--- config.mk ---
export PLATFORM = sky130hd
export DESIGN_NAME = multicycle_controller
export DESIGN_NICKNAME = d
export VERILOG_FILES = /design/src/rtl/multicycle_controller.sv
export SDC_FILE = /design/constraint.sdc
export NUM_CORES = 1
export LEC_CHECK = 0
export ABC_CLOCK_PERIOD_IN_PS = 3700
export BUFFER_PORTS_ARGS = -buffer_cell sky130_fd_sc_hd__buf_2
export CELL_PAD_IN_SITES_DETAIL_PLACEMENT = 0
export CELL_PAD_IN_SITES_GLOBAL_PLACEMENT = 1
export CORE_ASPECT_RATIO = 0.75
export CORE_MARGIN = 4
export CORE_UTILIZATION = 38
export DETAILED_ROUTE_END_ITERATION = 7
export PLACE_DENSITY_LB_ADDON = 0.1
export SLEW_MARGIN = 20
export SYNTH_ARGS = -nofsm -noshare
export SYNTH_HDL_FRONTEND = slang
export SYNTH_SLANG_ARGS = --single-unit
export TNS_END_PERCENT = 50
--- constraint.sdc ---
create_clock -name clk -period 3.7 [get_ports clk]
set_input_delay 0.37 -clock clk [delete_from_list [all_inputs] [get_ports clk]]
set_output_delay 0.37 -clock clk [all_outputs]
set_load 0.01 [all_outputs]
--- src/rtl/multicycle_controller.sv ---
// Multicycle sequencing FSM for a shared-memory 32-bit MIPS datapath.
// Each instruction moves through fetch, decode, execute, memory and
// writeback. The controller drives the datapath strobes and mux selects
// for the current state. It stalls on mem_ready and traps on illegal opcodes.
module multicycle_controller (
    input  logic       clk,
    input  logic       rst,
    input  logic [5:0] opcode,
    input  logic       mem_ready,
    output logic       pc_write,
    output logic       pc_write_cond,
    output logic       pc_write_ne,
    output logic [1:0] pc_source,
    output logic       ir_write,
    output logic       iord,
    output logic       mem_read,
    output logic       mem_write,
    output logic       mem_to_reg,
    output logic       reg_dst,
    output logic       reg_write,
    output logic       alu_src_a,
    output logic [1:0] alu_src_b,
    output logic [3:0] alu_op,
    output logic [3:0] state,
    output logic       retire,
    output logic       illegal
);

    typedef enum logic [3:0] {
        S_FETCH    = 4'd0,
        S_DECODE   = 4'd1,
        S_MEM_ADDR = 4'd2,
        S_MEM_RD   = 4'd3,
        S_MEM_WB   = 4'd4,
        S_MEM_WR   = 4'd5,
        S_EXEC_R   = 4'd6,
        S_R_WB     = 4'd7,
        S_EXEC_I   = 4'd8,
        S_I_WB     = 4'd9,
        S_BRANCH   = 4'd10,
        S_JUMP     = 4'd11,
        S_HALT     = 4'd15
    } state_t;

    localparam logic [5:0] OP_RTYPE = 6'b000000;
    localparam logic [5:0] OP_J     = 6'b000010;
    localparam logic [5:0] OP_BEQ   = 6'b000100;
    localparam logic [5:0] OP_BNE   = 6'b000101;
    localparam logic [5:0] OP_ADDI  = 6'b001000;
    localparam logic [5:0] OP_LW    = 6'b100011;
    localparam logic [5:0] OP_SW    = 6'b101011;
    localparam logic [5:0] OP_SUBI  = 6'b100111;
    localparam logic [5:0] OP_ANDI  = 6'b101111;
    localparam logic [5:0] OP_ORI   = 6'b110010;

    state_t     state_q;
    state_t     state_d;
    logic [5:0] op_q;

    // State register; the opcode is captured once in DECODE so later IR changes are harmless
    always_ff @(posedge clk) begin
        if (rst) begin
            state_q <= S_FETCH;
            op_q    <= 6'd0;
        end else begin
            state_q <= state_d;
            if (state_q == S_DECODE) begin
                op_q <= opcode;
            end
        end
    end

    // Next-state selection; memory states hold until mem_ready, HALT holds until reset
    always_comb begin
        state_d = state_q;
        case (state_q)
            S_FETCH:    if (mem_ready) state_d = S_DECODE;
            S_DECODE: begin
                case (opcode)
                    OP_LW, OP_SW:                      state_d = S_MEM_ADDR;
                    OP_RTYPE:                          state_d = S_EXEC_R;
                    OP_ADDI, OP_SUBI, OP_ANDI, OP_ORI: state_d = S_EXEC_I;
                    OP_BEQ, OP_BNE:                    state_d = S_BRANCH;
                    OP_J:                              state_d = S_JUMP;
                    default:                           state_d = S_HALT;
                endcase
            end
            S_MEM_ADDR: state_d = (op_q == OP_LW) ? S_MEM_RD : S_MEM_WR;
            S_MEM_RD:   if (mem_ready) state_d = S_MEM_WB;
            S_MEM_WB:   state_d = S_FETCH;
            S_MEM_WR:   if (mem_ready) state_d = S_FETCH;
            S_EXEC_R:   state_d = S_R_WB;
            S_R_WB:     state_d = S_FETCH;
            S_EXEC_I:   state_d = S_I_WB;
            S_I_WB:     state_d = S_FETCH;
            S_BRANCH:   state_d = S_FETCH;
            S_JUMP:     state_d = S_FETCH;
            S_HALT:     state_d = S_HALT;
            default:    state_d = S_HALT;
        endcase
    end

    // Moore output decode. Only the FETCH loads and the MEM_WR retire are gated by mem_ready.
    // Reset forces every output low, so no write strobe can fire in a reset cycle.
    always_comb begin
        pc_write      = 1'b0;
        pc_write_cond = 1'b0;
        pc_write_ne   = 1'b0;
        pc_source     = 2'b00;
        ir_write      = 1'b0;
        iord          = 1'b0;
        mem_read      = 1'b0;
        mem_write     = 1'b0;
        mem_to_reg    = 1'b0;
        reg_dst       = 1'b0;
        reg_write     = 1'b0;
        alu_src_a     = 1'b0;
        alu_src_b     = 2'b00;
        alu_op        = 4'd0;
        retire        = 1'b0;
        illegal       = 1'b0;
        state         = 4'd0;
        if (!rst) begin
            state = state_q;
            case (state_q)
                S_FETCH: begin
                    mem_read  = 1'b1;
                    alu_src_b = 2'b01;
                    ir_write  = mem_ready;
                    pc_write  = mem_ready;
                end
                S_DECODE: begin
                    alu_src_b = 2'b11;
                end
                S_MEM_ADDR: begin
                    alu_src_a = 1'b1;
                    alu_src_b = 2'b10;
                end
                S_MEM_RD: begin
                    mem_read = 1'b1;
                    iord     = 1'b1;
                end
                S_MEM_WB: begin
                    reg_write  = 1'b1;
                    mem_to_reg = 1'b1;
                    retire     = 1'b1;
                end
                S_MEM_WR: begin
                    mem_write = 1'b1;
                    iord      = 1'b1;
                    retire    = mem_ready;
                end
                S_EXEC_R: begin
                    alu_src_a = 1'b1;
                    alu_op    = 4'd15;
                end
                S_R_WB: begin
                    reg_dst   = 1'b1;
                    reg_write = 1'b1;
                    retire    = 1'b1;
                end
                S_EXEC_I: begin
                    alu_src_a = 1'b1;
                    alu_src_b = 2'b10;
                    case (op_q)
                        OP_SUBI: alu_op = 4'd3;
                        OP_ANDI: alu_op = 4'd4;
                        OP_ORI:  alu_op = 4'd5;
                        default: alu_op = 4'd2;
                    endcase
                end
                S_I_WB: begin
                    reg_write = 1'b1;
                    retire    = 1'b1;
                end
                S_BRANCH: begin
                    alu_src_a     = 1'b1;
                    alu_op        = 4'd1;
                    pc_source     = 2'b01;
                    retire        = 1'b1;
                    pc_write_cond = (op_q == OP_BEQ);
                    pc_write_ne   = (op_q == OP_BNE);
                end
                S_JUMP: begin
                    pc_write  = 1'b1;
                    pc_source = 2'b10;
                    retire    = 1'b1;
                end
                S_HALT: begin
                    illegal = 1'b1;
                end
                default: begin
                    illegal = 1'b1;
                end
            endcase
        end
    end

endmodule
-- After elaboration in Yosys (flattened, before gate mapping)
Index checks and enable logic that the tools add are counted.
- register bits after elaboration: 10
- ROM bits: 0
- memories: 0
- input bits: 9
- output and inout port bits: 25
- bits in latches: 0
- memory bits (writable): 0
- $add $sub $neg: 0
- div/mod/pow operators: 0
- shift-type cells: 0
- multipliers: 0
- mux-type cells: 40
- order comparisons: 0
- bitwise operators: 0
- reductions and logical operators: 13
- eq/ne operators: 29
- operators with widths (cell ; count):
    $eq A6 B6 Y1 const B ; 9
    $pmux W4 S8 ; 1
    $eq A6 B3 Y1 const B ; 4
    $mux W1 ; 24
    $mux W4 ; 5
    $pmux W4 S5 ; 1
    $eq A4 B3 Y1 const B ; 4
    $eq A4 B4 Y1 const B ; 4
    $pmux W4 S3 ; 1
    $reduce_or A12 Y1 ; 1
    $reduce_or A2 Y1 ; 5
    $pmux W3 S3 ; 1
    $eq A4 B2 Y1 const B ; 2
    $reduce_or A4 Y1 ; 2
    $eq A6 B2 Y1 const B ; 1
    $eq A6 B4 Y1 const B ; 1
    $logic_not A6 Y1 ; 1
    $ne A2 B2 Y1 const B ; 3
    $pmux W2 S3 ; 1
    $reduce_or A5 Y1 ; 1
    $eq A4 B1 Y1 const B ; 1
    $logic_not A4 Y1 ; 1
    $mux W2 ; 2
    $pmux W1 S2 ; 2
    4 further kinds ; 4

-- Logic depth before layout (Yosys ltp)
Gate-level depths: netlist of run 1.
- depth after elaboration: 4
- depth in mapped cells: 6
- mapped depth without buffers: 4

-- Worst setup path before layout of run 1
No wires, ideal clock.
- path type: in2out
- start point: input rst
- end point: output pc_write
- data required time: 3.330 ns
- setup slack: 1.951 ns
- arrival time: 1.379 ns
- stages: 3
- cell sequence: or2_2 > nor4_1 > or2_2
- cells in the longest elaborated chain, start to end: 1
- RTL lines (item ; line ; RTL):
    start: declaration ; 7 ; input logic rst,
    $mux W1 ; 123 ; if (!rst) begin
    end: declaration ; 10 ; output logic pc_write,
Every way passes these cells.

-- Worst setup path after layout of run 1
- start point: register state_q[1]
- end point: output retire
- cells in the longest elaborated chain, start to end: 4
- elaborated cells on any way between the ends: 9
- classes of those cells: eq/ne (6); mux (2); reduce/logical (1)
- RTL lines (item ; line ; RTL):
    start: declaration ; 56 ; state_t state_q;
    start signal: assignment ; 66 ; state_q <= state_d;
    $eq A4 B4 Y1 or $eq A4 B3 Y1 (tied branches) ; 125 ; case (state_q)
    $reduce_or A5 Y1 (no line) ; -- ;
    $pmux W1 S2 * ; 125 ;
    $mux W1 * ; 123 ;
    end: declaration ; 25 ; output logic retire,
Mark *: on every way between the ends. The rest lies on a longest branch, timed or not.

==> results of run 1 <==
## cells by family (layout without fill, tap and decap cells)
group	Yosys count	in the layout	synth area share [%]
compound gates	36	36	22.49
mux	7	7	6.746
buf+inv	13	38	5.916
simple gates	81	81	44.26
xor+xnor	2	2	1.657
flops	10	10	18.93
## power groups by stage
| stage | combinational (W) | clock, W | sequential (W) |
|---|---|---|---|
| 2_1_floorplan | 0.000462 | 0 | 0.000179 |
| 3_3_place_gp | 0.000494 | 0 | 0.000268 |
| 3_5_place_dp | 0.000491 | 0 | 0.000272 |
| 4_1_cts | 0.000493 | 0.000143 | 0.000269 |
| 5_1_grt | 0.000560 | 0.000149 | 0.000291 |
| 6_report | 0.000489 | 0.000142 | 0.000272 |
## sequential cells by signal (all words and copies together) (netlist names)
signal,count
op_q,6
state_q,4
## metal layers
layer / wire, µm / vias to the layer above / track usage [%] / part of all wire, %
li1: - / 600 / - / -
met1: 1470 / 547 / 26.18 / 51
met2: 1194 / 31 / 26.11 / 42
met3: 165 / 5 / 3.132 / 5.8
met4: 29 / 0 / 4.854 / 1.0
met5: 0 / - / 0 / 0
## through the flow
step / util (%) / hold slack [ps] / instances
finish: 47.82 / 446.8 / 210
global route: 47.82 / 452.3 / 210
CTS: 47.82 / 448.1 / 210
detailed placement: 45.74 / 530.0 / 206
global placement: 45.74 / 503.3 / 206
floorplan: - / 483.1 / 149
## placed cells by master, fill, tap and decap left out, types with 2 or more instances in the layout
cell type   n
clkbuf_8    4
dfxtp_1    10
a211oi_1    5
mux2i_1     6
nor2_1     19
nand2b_1    7
o21ai_0     6
nand3_1     2
or3_1       2
a21oi_1     7
or2_2       3
and3_1      3
o211ai_1    2
nor4_1      5
nor3_1      6
a21o_1      3
o21bai_1    3
buf_2      33
a31oi_1     3
nor3b_1     3
nand2_1    11
nand3b_1    2
nor4b_1     3
nor2b_1     5
## path summary, 6_finish.rpt
kind | to | slack [ps] | cells after the start
min reg2reg | op_q[1]$_SDFFE_PP0P_ | 540 | 2
max | retire | 1420 | 5
min | op_q[4]$_SDFFE_PP0P_ | 450 | 3
max reg2reg | state_q[0]$_SDFFE_PP0P_ | 1900 | 4
## worst register-to-register path, cell delays in order, from the launching register on
cell	delay [ps]
dfxtp_1	530
nand2b_2	360
nor3_4	400
o311ai_1	200
a211oi_1	220
## area by class of cell
type | count | area, µm²
Fill cell | 308 | 1379
Multi-Input combinational cell | 126 | 794.5
Sequential cell | 10 | 200.2
Timing Repair Buffer | 33 | 165.2
Clock buffer | 4 | 55.05
Tap cell | 36 | 45.04
Inverter | 1 | 3.754
==> run_results.csv, run 1 <==
group,metric,value,unit
outcome,status,"finished clean",
worst_setup_path,slowest_delay,840,ps
synth,synth_edf_count,0,
drt,via_count,1183,
worst_setup_path,cp_max_fo,24,
power,power_switching,0.0004382,W
clocking,cts-root-buf,"clkbuf_8",
floorplan,fp.coreArea,2643,µm²
clocking,path_clk_slew,50,ps
place,dp_slack,1697,ps
synth,yosys.cell_types.count,47,
worst_setup_path,crit_buf_inv,1,
place,port_buffers,33,
synth,async_reset_ff_share,0,%
power,total_power,0.0009024,W
clocking,post_cts_buffers,0,
synth,synth.top_cells.by_area,"dfxtp_1 (19%), nor2_1 (6.7%), mux2i_1 (5.7%), nand2b_1 (4.1%), nand2_1 (3.9%)",
clocking,clockBufferDepth,2,
grt,grt_use_total,17.73,%
timing,setup_ws,1420,ps
synth,synth_cells,149,
worst_setup_path,critPathCaptureType,"output pin",
grt,grt_pass1_wl,4981,µm
clocking,cts_sinks,10,
worst_setup_path,crit_arrival,1910,ps
clocking,cts_resized,0,
cells_and_area,final_cell_area,1264,µm²
timing,relSlewSlack,46.56,%
cells_and_area,nNetsFinal,184,
place,gp_congestion,0.7875,
clocking,cts_tree,"built",
synth,post-synth-top-area-cell,"dfxtp_1",
synth,synth_top_area_share,18.93,%
worst_setup_path,crit_family,"flip-flops",
drt,wl_per_cell,13.61,µm
floorplan,die-area,3699,µm²
drt,drc,0,
synth,synth-main-ff-cell,"dfxtp_1",
grt,grt_pass1_vias,1071,
drt,vias_per_cell,5.633,
clocking,cts_max_level,1,
grt,grt_overflow,0,
synth,synth_most_common_cell,"nor2_1",
grt,grt_max_degree,25,
power,vdd_drop_max,0.3593,mV
synth,syn_nets,158,
timing,totalNegativeSetupSlack,0,ps
place,hpwl,2141,µm
worst_setup_path,r2r-start,"state_q[2]$_SDFFE_PP0P_",
synth,yosys_warnings,0,
cells_and_area,layout-drive-gt1-share,27.01,%
power,intPower,0.0004642,W
hold_path,hold_start,"opcode[4]",
power,sequentialPowerShare,30.2,%
clocking,hold_buffers,0,
floorplan,start_util,40.01,%
hold_path,hold_class,"in -> reg",
synth,syn_area,1057,µm²
timing,finalCriticalPeriod,2280,ps
drt,totalWireLength,2859,µm
synth,seq_area_frac_synth,18.93,%
power,power.density,714.1,nW/µm²
synth,yosys_register_bits,10,
floorplan,die_w,68.91,µm
drt,drt_pass1_iterations,4,
synth,syn_avg_cell_area,7.096,µm²
worst_setup_path,timing.critical_path.from,"state_q[1]$_SDFFE_PP0P_",
timing,skew,1.533,ps
synth,synth_common_cells,"nor2_1 (19), nand2_1 (11), dfxtp_1 (10)",
power,switching_share,48.56,%
drt,ant_nets,0,
clocking,clock_latency,240,ps
power,p_leak,0.5416,nW
grt,antenna_found_initial,0,
cells_and_area,num_antenna_cells,0,
cells_and_area,area_growth,19.53,%
worst_setup_path,start_kind,"flop",
worst_setup_path,worst-setup-path-type,"reg -> out",
drt,dr.first_iter.drc_count,63,
clocking,numCtsBuffers,3,
floorplan,rows,16,
worst_setup_path,critical-path-slowest-cell,"dfxtp_1",
timing,setup_violations,0,
timing,fmax,0.4386,GHz
timing,grt_setup_unrepaired,"no",
floorplan,ioPinCount,34,
power,combPwrFrac,54.2,%
power,power_frac_clock,15.7,%
timing,worstMarginPinSlew,800.5,ps
timing,layout_worst_path_cycle_share,61.63,%
worst_setup_path,critical_path_required,3330,ps
place,place_area,1209,µm²
floorplan,die_h,53.68,µm
timing,hold_viol_final,0,
worst_setup_path,path_cells,"nor2b_1, nor3_1, a21oi_1, nor2_1, buf_2",
run,cap_viol_max_count,0,
timing,finalMaxSlewViolations,0,
Note: power is estimated with default switching activity, not from simulation.
==> run 2: changes to the inputs <==
ABC_CLOCK_PERIOD_IN_PS = 2400   (was 3700)
CORE_UTILIZATION = 35   (was 38)
clock period = 2.4 ns   (was 3.7 ns; I/O delays follow)
==> run_results.csv, run 2 (synthesis results as in run 1) <==
group,metric,value,unit
outcome,status,"finished clean",
worst_setup_path,critPathCaptureType,"output pin",
place,gp_congestion,0.8067,
cells_and_area,layout_commonest_cell,"buf_2",
power,total_power,0.001425,W
floorplan,start_util,38.55,%
clocking,clock_latency,240,ps
cells_and_area,reg_top3,"op_q x6, state_q x4",
clocking,cts-root-buf,"clkbuf_8",
drt,drt_pass1_iterations,4,
clocking,cts_max_level,1,
place,port_buffers,33,
timing,setup_violations,0,
power,power.density,1108,nW/µm²
run,cap_viol_max_count,0,
clocking,cts_resized,0,
drt,wl_per_cell,13.95,µm
grt,grt_overflow,0,
drt,dr.first_iter.drc_count,59,
floorplan,die_w,71.47,µm
drt,ant_nets,0,
cells_and_area,nNetsFinal,187,
grt,antenna_found_initial,0,
timing,fmax,0.4834,GHz
worst_setup_path,worst-setup-path-type,"reg -> out",
clocking,numCtsBuffers,3,
cells_and_area,top_register,"op_q",
timing,worstMarginPinSlew,657.4,ps
drt,totalWireLength,2972,µm
clocking,cts_sinks,10,
timing,skew,5.180,ps
cells_and_area,final_cell_mix,"buf_2 (33), nor2_1 (19), nand2_1 (11)",
clocking,clockBufferDepth,2,
drt,drc,0,
floorplan,fp.coreArea,2743,µm²
grt,grt_max_degree,22,
floorplan,die_h,55.60,µm
worst_setup_path,start_kind,"flop",
worst_setup_path,cp_max_fo,20,
power,vdd_drop_max,0.4776,mV
power,p_leak,0.5574,nW
cells_and_area,area_growth,21.66,%
timing,finalCriticalPeriod,2069,ps
worst_setup_path,critical_path_required,2160,ps
clocking,path_clk_slew,50,ps
timing,totalNegativeSetupSlack,0,ps
grt,grt_pass1_wl,5216,µm
cells_and_area,layout-drive-gt1-share,28.25,%
timing,finalMaxSlewViolations,0,
timing,hold_viol_final,0,
grt,grt_pass1_vias,1062,
clocking,hold_buffers,0,
floorplan,die-area,3973,µm²
cells_and_area,num_antenna_cells,0,
hold_path,hold_class,"in -> reg",
timing,relSlewSlack,56.11,%
clocking,post_cts_buffers,0,
worst_setup_path,crit_arrival,1830,ps
timing,layout_worst_path_cycle_share,86.20,%
drt,vias_per_cell,5.629,
drt,via_count,1199,
floorplan,rows,16,
place,hpwl,2225,µm
timing,grt_setup_unrepaired,"no",
grt,grt_use_total,15.53,%
clocking,cts_tree,"built",
cells_and_area,largest_register_ffs,6,
floorplan,ioPinCount,34,
-- run 2: changes by cell type in the layout (fill, tap and decap cells not counted) --
cell / previous run / this run
buf_4: 0 / 3
-- run 2: critical path, cell delays in order, from the launching register on --
cell,delay [ps]
dfxtp_1,730
nand3b_1,180
nor3_1,310
and3_2,240
buf_2,120
-- run 2: where the power goes --
part           internal, W  switching, W
Combinational     0.000374      0.000450
Sequential        0.000223      0.000162
Clock             0.000145     0.0000724
Total             0.000742      0.000684
-- run 2: path summary, 6_finish.rpt --
check | start | end | slack (ps) | cells past startpoint
worst max register to register | state_q[1]$_SDFFE_PP0P_ | state_q[0]$_SDFFE_PP0P_ | 670 | 4
worst max-delay path | state_q[1]$_SDFFE_PP0P_ | pc_write_ne | 330 | 4
worst min register to register | op_q[5]$_SDFFE_PP0P_ | op_q[5]$_SDFFE_PP0P_ | 550 | 2
worst min-delay path | opcode[5] | op_q[5]$_SDFFE_PP0P_ | 310 | 3
-- run 2: per-stage QoR --
step / area (µm²) / worst slack [ps] / hold WS, ps / cells / util (%)
floorplan: 1057 / 782.7 / 387.2 / 149 / -
global placement: 1231 / 560.5 / 514.4 / 209 / 44.89
detailed placement: 1231 / 575.4 / 514.4 / 209 / 44.89
CTS: 1286 / 311.6 / 308.5 / 213 / 46.90
global route: 1286 / 135.0 / 339.0 / 213 / 46.90
finish: 1286 / 331.3 / 306.1 / 213 / 46.90
-- run 2: final cells by class --
class / count / area (µm²)
multi-input cells: 126 / 794.5
flip-flops and latches: 10 / 200.2
fillers: 280 / 1456
repair buffers: 36 / 187.7
inverters: 1 / 3.754
clock buffers: 4 / 55.05
well taps: 36 / 45.04
-- run 2: layer usage --
| metal | up-vias | global-route usage [%] | share of wire, % |
|---|---|---|---|
| li1 | 602 | - | - |
| met1 | 569 | 24.43 | 52 |
| met2 | 26 | 21.47 | 42 |
| met3 | 2 | 3.791 | 5.7 |
| met4 | 0 | 1.609 | 0.34 |
| met5 | - | 0 | 0 |
